--- src/rtl/ps2_note_pkg.sv ---
// Shared PS/2 note sequencer types: parser states, prefix and ignore
// byte constants, the event payload, and the scan-code-to-note table.
package ps2_note_pkg;

    typedef enum logic [1:0] {
        ST_IDLE    = 2'd0,
        ST_BRK     = 2'd1,
        ST_EXT     = 2'd2,
        ST_EXT_BRK = 2'd3
    } ps2_state_t;

    localparam logic [7:0] CODE_BREAK = 8'hF0;
    localparam logic [7:0] CODE_EXT   = 8'hE0;
    localparam logic [7:0] CODE_NONE  = 8'h00;

    typedef struct packed {
        logic [3:0] note;
        logic       press;
    } note_evt_t;

    function automatic logic is_ignored(input logic [7:0] code);
        return code inside {8'hAA, 8'hFA, 8'hFE, 8'hEE, 8'hE1};
    endfunction

    // Returns {hit, note}; hit is 0 for every unmapped code.
    function automatic logic [4:0] map_note(input logic [7:0] code);
        logic [4:0] r;
        r = 5'b0;
        case (code)
            8'h1C: r = {1'b1, 4'd0};
            8'h1D: r = {1'b1, 4'd1};
            8'h1B: r = {1'b1, 4'd2};
            8'h24: r = {1'b1, 4'd3};
            8'h23: r = {1'b1, 4'd4};
            8'h2B: r = {1'b1, 4'd5};
            8'h2C: r = {1'b1, 4'd6};
            8'h34: r = {1'b1, 4'd7};
            8'h35: r = {1'b1, 4'd8};
            8'h33: r = {1'b1, 4'd9};
            8'h3C: r = {1'b1, 4'd10};
            8'h3B: r = {1'b1, 4'd11};
            8'h42: r = {1'b1, 4'd12};
            default: r = 5'b0;
        endcase
        return r;
    endfunction

endpackage

--- src/rtl/note_event_fifo.sv ---
// First-word-fall-through event FIFO with a sticky overflow flag;
// a push into a full FIFO is still accepted when a pop happens together.
module note_event_fifo
    import ps2_note_pkg::*;
#(
    parameter int FIFO_DEPTH = 4
) (
    input  logic      clk,
    input  logic      reset,
    input  logic      push,
    input  note_evt_t push_data,
    input  logic      pop,
    output note_evt_t head,
    output logic      valid,
    output logic      overflow
);

    localparam int AW = (FIFO_DEPTH > 1) ? $clog2(FIFO_DEPTH) : 1;
    localparam logic [AW:0] DEPTH_C = (AW + 1)'(FIFO_DEPTH);

    note_evt_t     mem [FIFO_DEPTH];
    logic [AW-1:0] wr_ptr;
    logic [AW-1:0] rd_ptr;
    logic [AW:0]   count;
    logic          full;
    logic          do_pop;
    logic          do_push;

    assign valid   = (count != '0);
    assign full    = (count == DEPTH_C);
    assign do_pop  = pop && valid;
    assign do_push = push && (!full || do_pop);
    assign head    = valid ? mem[rd_ptr] : '0;

    always_ff @(posedge clk) begin
        if (do_push) begin
            mem[wr_ptr] <= push_data;
        end
    end

    always_ff @(posedge clk) begin
        if (reset) begin
            wr_ptr   <= '0;
            rd_ptr   <= '0;
            count    <= '0;
            overflow <= 1'b0;
        end else begin
            if (do_push) begin
                wr_ptr <= wr_ptr + AW'(1);
            end
            if (do_pop) begin
                rd_ptr <= rd_ptr + AW'(1);
            end
            if (do_push && !do_pop) begin
                count <= count + (AW + 1)'(1);
            end else if (!do_push && do_pop) begin
                count <= count - (AW + 1)'(1);
            end
            if (push && !do_push) begin
                overflow <= 1'b1;
            end
        end
    end

endmodule

--- src/rtl/ps2_note_sequencer.sv ---
// PS/2 scan-code parser driving a monophonic last-note-priority keyboard;
// note-on/off events are queued for a downstream synth voice.
module ps2_note_sequencer
    import ps2_note_pkg::*;
#(
    parameter int FIFO_DEPTH = 4
) (
    input  logic       CLOCK_50,
    input  logic       reset,
    input  logic [7:0] received_data,
    input  logic       received_data_en,
    output logic       evt_valid,
    input  logic       evt_ready,
    output logic [3:0] evt_note,
    output logic       evt_press,
    output logic [7:0] held_code,
    output logic       gate,
    output logic       overflow,
    output logic [1:0] state_dbg
);

    ps2_state_t state;
    logic [4:0] lookup;
    logic       hit;
    logic       strobe;
    logic       make_hit;
    logic       brk_hit;
    note_evt_t  push_evt;
    note_evt_t  head;

    assign lookup = map_note(received_data);
    assign hit    = lookup[4];
    assign strobe = received_data_en && !reset;

    // Prefix and ignore bytes never hit the table, so hit alone qualifies a make.
    assign make_hit = strobe && (state == ST_IDLE) && hit
                      && (received_data != held_code);
    assign brk_hit  = strobe && (state == ST_BRK) && hit
                      && (received_data == held_code);

    assign push_evt.note  = lookup[3:0];
    assign push_evt.press = make_hit;

    always_ff @(posedge CLOCK_50) begin
        if (reset) begin
            state     <= ST_IDLE;
            held_code <= CODE_NONE;
            gate      <= 1'b0;
        end else if (received_data_en) begin
            unique case (state)
                ST_IDLE: begin
                    if (received_data == CODE_BREAK) begin
                        state <= ST_BRK;
                    end else if (received_data == CODE_EXT) begin
                        state <= ST_EXT;
                    end else begin
                        state <= ST_IDLE;
                    end
                end
                ST_EXT: begin
                    if (received_data == CODE_BREAK) begin
                        state <= ST_EXT_BRK;
                    end else begin
                        state <= ST_IDLE;
                    end
                end
                ST_BRK, ST_EXT_BRK: state <= ST_IDLE;
                default: state <= ST_IDLE;
            endcase
            if (make_hit) begin
                held_code <= received_data;
                gate      <= 1'b1;
            end else if (brk_hit) begin
                held_code <= CODE_NONE;
                gate      <= 1'b0;
            end
        end
    end

    assign state_dbg = state;

    note_event_fifo #(
        .FIFO_DEPTH(FIFO_DEPTH)
    ) u_fifo (
        .clk      (CLOCK_50),
        .reset    (reset),
        .push     (make_hit || brk_hit),
        .push_data(push_evt),
        .pop      (evt_ready),
        .head     (head),
        .valid    (evt_valid),
        .overflow (overflow)
    );

    assign evt_note  = head.note;
    assign evt_press = head.press;

endmodule

--- config.mk ---
export PLATFORM = sky130hd
export DESIGN_NAME = ps2_note_sequencer
export DESIGN_NICKNAME = d
export VERILOG_FILES = /design/src/rtl/ps2_note_pkg.sv /design/src/rtl/note_event_fifo.sv /design/src/rtl/ps2_note_sequencer.sv
export SDC_FILE = /design/constraint.sdc
export NUM_CORES = 1
export LEC_CHECK = 0
export ABC_AREA = 1
export CAP_MARGIN = 40
export CORE_ASPECT_RATIO = 1.4
export CORE_MARGIN = 5
export CORE_UTILIZATION = 58
export DETAILED_ROUTE_END_ITERATION = 10
export PLACE_DENSITY_LB_ADDON = 0.25
export SYNTH_ARGS = -nofsm -noshare
export SYNTH_HDL_FRONTEND = slang
export SYNTH_SLANG_ARGS = --single-unit
--- constraint.sdc ---
create_clock -name CLOCK_50 -period 7.9 [get_ports CLOCK_50]
set_clock_uncertainty 0.15 [all_clocks]
set_input_delay 2.37 -clock CLOCK_50 [delete_from_list [all_inputs] [get_ports CLOCK_50]]
set_output_delay 2.37 -clock CLOCK_50 [all_outputs]
set_load 0.02 [all_outputs]
==> PnR_summary.wiki <==
{| class="wikitable"
! Metric !! Value
|-
| Outcome || finished, final reports clean
|-
| Setup crit end kind || register
|-
| CTS Root Cell || sky130_fd_sc_hd__clkbuf_8
|-
| Slew at the pin with the worst max-slew slack || 0.499 ns
|-
| Clock tree sinks || 41
|-
| Vias || 1815
|-
| Number of vias per cell || 5.19
|-
| Post-layout minimum cycle time || 5.09 ns
|-
| Signed area change from the synthesized netlist to the final layout || 18.6%
|-
| Reg clk slew, reported paths || 0.07 ns
|-
| Number of failing hold endpoints at the final stage || 0
|-
| Buffers added on ports || 29
|-
| Initial detailed-routing violation count || 54
|-
| Flops & latches, synth || 41
|-
| X dimension of the die || 61.9 um
|-
| Post-Synthesis Cells || 278
|-
| Pin count of the biggest net entering global routing || 14
|-
| Ratio of final minimum period to clock period || 0.644
|-
| # IOs || 30
|-
| Clock network fraction of total power || 0.286
|-
| Nets || 325
|-
| Rows || 26
|-
| Number of warning messages in the yosys log || 0
|-
| Delay of the slowest cell on the worst path || 0.60 ns
|-
| Portion of the post-synthesis area used by sequential elements || 0.466
|-
| Met1 demand-to-capacity share in global routing || 0.203
|-
| Number of design rule violations left after detail routing || 0
|-
| Starting utilization of the core area || 0.601
|-
| Post-CTS setup buffer count || 0
|-
| Hold bufs inserted after CTS || 0
|-
| Slew margin rel. || 0.666
|-
| Area of the core region || 3640 sq um
|-
| RR Startpoint || held_code[1]$_SDFFE_PP0P_
|-
| Met3 routing resource usage after global routing || 0.0373
|-
| Routed wire length || 4250 um
|-
| Area enclosed by the die boundary || 5120 sq um
|-
| Avg Synthesized Cell Area || 7.88 sq um
|-
| F_max || 197 MHz
|-
| Hold wc startpoint || u_fifo.overflow$_SDFFE_PP0P_
|-
| Number of nets with antenna violations after routing || 0
|-
| Yosys cell types || 28
|-
| Initial antenna violation count || 0
|-
| Most crowded layer after global routing || met2
|-
| Clock Latency Late Sink || 0.30 ns
|-
| Data arrival time of the critical path || 5.12 ns
|-
| Max cap viols || 0
|-
| Overall Global Routing Usage || 0.190
|-
| Mapped Area || 2190 sq um
|-
| Top cell by count, worst path || sky130_fd_sc_hd__inv_1
|-
| Sequential cell area || 1020 sq um
|-
| # setup viols final || 0
|-
| Number of max-slew violations in the final report || 0
|-
| DR WL/cell || 12.1 um
|-
| Total Power || 605 uW
|-
| Number of cells upsized or downsized after cts || 0
|-
| Residual overflow from global routing || 0
|-
| Comb power frac || 0.300
|-
| Internal Pwr Total || 414 uW
|-
| CP Class || primary input to register
|-
| Number of antenna diodes || 0
|-
| Critical path launch point || reset
|-
| Slowest cell on the critical path || sky130_fd_sc_hd__clkdlybuf4s50_1
|-
| Clock tree from TritonCTS || yes
|-
| Total area of multi-input combinational cells || 963 sq um
|-
| Switching share of power || 0.316
|-
| Worst Setup Start Kind || primary input
|-
| CP cell instances || clkdlybuf4s50_1, inv_1, nand2_1, nor3_1, nand3_1, nand2_1, nand3_2, inv_1, ha_1, inv_1, fa_1, a21oi_1, o21ai_0, o21ai_0, a21oi_1
|-
| Die Height || 82.7 um
|-
| Router iterations before antenna repair || 4
|-
| Via count of the first global-routing pass || 1744
|-
| Maximum root-to-sink buffer count || 2
|-
| P_leak || 0.00105 uW
|-
| Top Family by Delay on Critical Path || buffers and inverters
|-
| GPL Wtd Cong || 0.881
|-
| Maximum fanout count along the critical path || 12
|-
| Synthesized net count || 296
|-
| M2 GR Usage || 0.352
|-
| Setup TNS Final || 0 ns
|-
| Class of the tightest hold or removal check || register to register
|-
| RSZ-0062 raised after global routing || no
|-
| Part of the power in registers || 0.414
|-
| Count of buffer and inverter cells on the critical path || 4
|-
| Required time of the critical path || 7.93 ns
|-
| Power density over cell area || 233 nW/um^2
|-
| Net Switching || 191 uW
|-
| Maximum level of the CTS H-tree || 2
|-
| Maximum ir drop on the vdd rail || 0.209 mV
|-
| HPWL after DPL || 3230 um
|-
| Fillers || 293
|-
| Wire length of the first global-routing pass || 7310 um
|-
| Fraction of final layout cells with drive strength greater than 1 || 0.0812
|-
| CTS buffer count || 5
|}
[Yosys cell counts]
cell                       number  area, sq um
sky130_fd_sc_hd__ha_1           5         62.6
sky130_fd_sc_hd__nand3_4        1         17.5
sky130_fd_sc_hd__nor4_1         1         6.26
sky130_fd_sc_hd__dfxtp_1       21          420
sky130_fd_sc_hd__nand2_4        1         11.3
sky130_fd_sc_hd__o211ai_1       1         7.51
sky130_fd_sc_hd__clkbuf_1       1         3.75
sky130_fd_sc_hd__nor2_4         2         22.5
sky130_fd_sc_hd__fa_1           1         20.0
sky130_fd_sc_hd__nand3b_1       1         7.51
sky130_fd_sc_hd__buf_6          2         22.5
sky130_fd_sc_hd__inv_1         38          143
sky130_fd_sc_hd__inv_2          2         7.51
sky130_fd_sc_hd__xnor2_1        4         35.0
sky130_fd_sc_hd__buf_4          4         30.0
sky130_fd_sc_hd__edfxtp_1      20          601
sky130_fd_sc_hd__nor3_1         4         20.0
sky130_fd_sc_hd__nand2_1       56          210
sky130_fd_sc_hd__nand3_1       13         65.1
sky130_fd_sc_hd__nand4_1        7         43.8
sky130_fd_sc_hd__and3_2         1         7.51
sky130_fd_sc_hd__nand2_2        5         31.3
sky130_fd_sc_hd__nor2_1        43          161
sky130_fd_sc_hd__o21ai_0       16         80.1
sky130_fd_sc_hd__xor2_1         1         8.76
sky130_fd_sc_hd__nand3_2        1         10.0
sky130_fd_sc_hd__nor2_2         4         25.0
sky130_fd_sc_hd__a21oi_1       22          110
[per-stage QoR]
step | util | hold slack [ns] | instance area, sq um | worst slack [ns] | instances
global route | 0.713 | 0.342 | 2600 | 2.44 | 350
global placement | 0.680 | 0.304 | 2480 | 2.66 | 342
detailed placement | 0.680 | 0.300 | 2480 | 2.51 | 342
finish | 0.713 | 0.314 | 2600 | 2.81 | 350
CTS | 0.713 | 0.315 | 2600 | 2.82 | 350
floorplan | - | 0.286 | 2190 | 3.40 | 278
[cell families after synthesis]
logic type / Yosys count / synth area share
buf+inv: 47 / 0.0942
fa+ha+maj: 6 / 0.0377
xor+xnor: 5 / 0.0200
compound gates: 39 / 0.0902
flops: 41 / 0.466
simple gates: 140 / 0.292
[power groups by stage]
stage          combinational, uW  clock [uW]  sequential (uW)
3_3_place_gp                 180           0              255
2_1_floorplan                117           0              248
6_report                     182         173              250
3_5_place_dp                 181           0              255
5_1_grt                      202         186              253
4_1_cts                      183         176              250
[flip-flops by register name (all words and copies together), names as in the netlist, named ones only]
register / count
u_fifo.mem: 20
held_code: 8
u_fifo.count: 3
state_dbg: 2
u_fifo.rd_ptr: 2
u_fifo.wr_ptr: 2
gate: 1
u_fifo.overflow: 1
[layout by cell type (no fill, tap or decap), types with 2 or more instances in the layout]
master / netlist / layout
sky130_fd_sc_hd__edfxtp_1: 20 / 20
sky130_fd_sc_hd__dfxtp_1: 21 / 21
sky130_fd_sc_hd__a21oi_1: 22 / 22
sky130_fd_sc_hd__nand2_2: 5 / 5
sky130_fd_sc_hd__inv_1: 38 / 38
sky130_fd_sc_hd__xnor2_1: 4 / 4
sky130_fd_sc_hd__clkbuf_8: 0 / 6
sky130_fd_sc_hd__o21ai_0: 16 / 16
sky130_fd_sc_hd__nor2_4: 2 / 2
sky130_fd_sc_hd__nand4_1: 7 / 7
sky130_fd_sc_hd__clkdlybuf4s50_1: 0 / 29
sky130_fd_sc_hd__nand2_1: 56 / 56
sky130_fd_sc_hd__nor3_1: 4 / 4
sky130_fd_sc_hd__inv_2: 2 / 2
sky130_fd_sc_hd__nor2_2: 4 / 4
sky130_fd_sc_hd__nand3_1: 13 / 13
sky130_fd_sc_hd__nor2_1: 43 / 43
sky130_fd_sc_hd__ha_1: 5 / 5
[worst register-to-register path, cell delays in order (launching register included)]
cell	delay, ns
sky130_fd_sc_hd__dfxtp_1	0.38
sky130_fd_sc_hd__xnor2_1	0.13
sky130_fd_sc_hd__nand2_1	0.09
sky130_fd_sc_hd__nor2_1	0.16
sky130_fd_sc_hd__nand3_1	0.09
sky130_fd_sc_hd__nand2_1	0.18
sky130_fd_sc_hd__nand3_2	0.18
sky130_fd_sc_hd__inv_1	0.09
sky130_fd_sc_hd__ha_1	0.14
sky130_fd_sc_hd__inv_1	0.07
sky130_fd_sc_hd__fa_1	0.38
sky130_fd_sc_hd__a21oi_1	0.15
sky130_fd_sc_hd__o21ai_0	0.12
sky130_fd_sc_hd__o21ai_0	0.17
sky130_fd_sc_hd__a21oi_1	0.05
[area by class of cell]
class / instances / area share
Clock buffer: 6 / 0.0318
Clock inverter: 2 / 0.0145
Inverter: 40 / 0.0578
Timing Repair Buffer: 29 / 0.112
Multi-Input combinational cell: 190 / 0.371
Tap cell: 42 / 0.0202
Sequential cell: 41 / 0.393
[metal layers]
| layer | share of wire | vias up |
|---|---|---|
| met4 | 0.016 | 0 |
| li1 | - | 952 |
| met5 | 0 | - |
| met1 | 0.41 | 824 |
| met3 | 0.037 | 6 |
| met2 | 0.54 | 33 |
[path summary, 6_finish.rpt]
path	depth (start not counted)	slack, ns	endpoint
min reg2reg	2	0.31	u_fifo.overflow$_SDFFE_PP0P_
max reg2reg	14	5.26	u_fifo.count[2]$_SDFFE_PP0P_
min	2	0.31	u_fifo.overflow$_SDFFE_PP0P_
max	15	2.81	u_fifo.count[2]$_SDFFE_PP0P_
No activity file was read; power rests on OpenSTA's default activity.
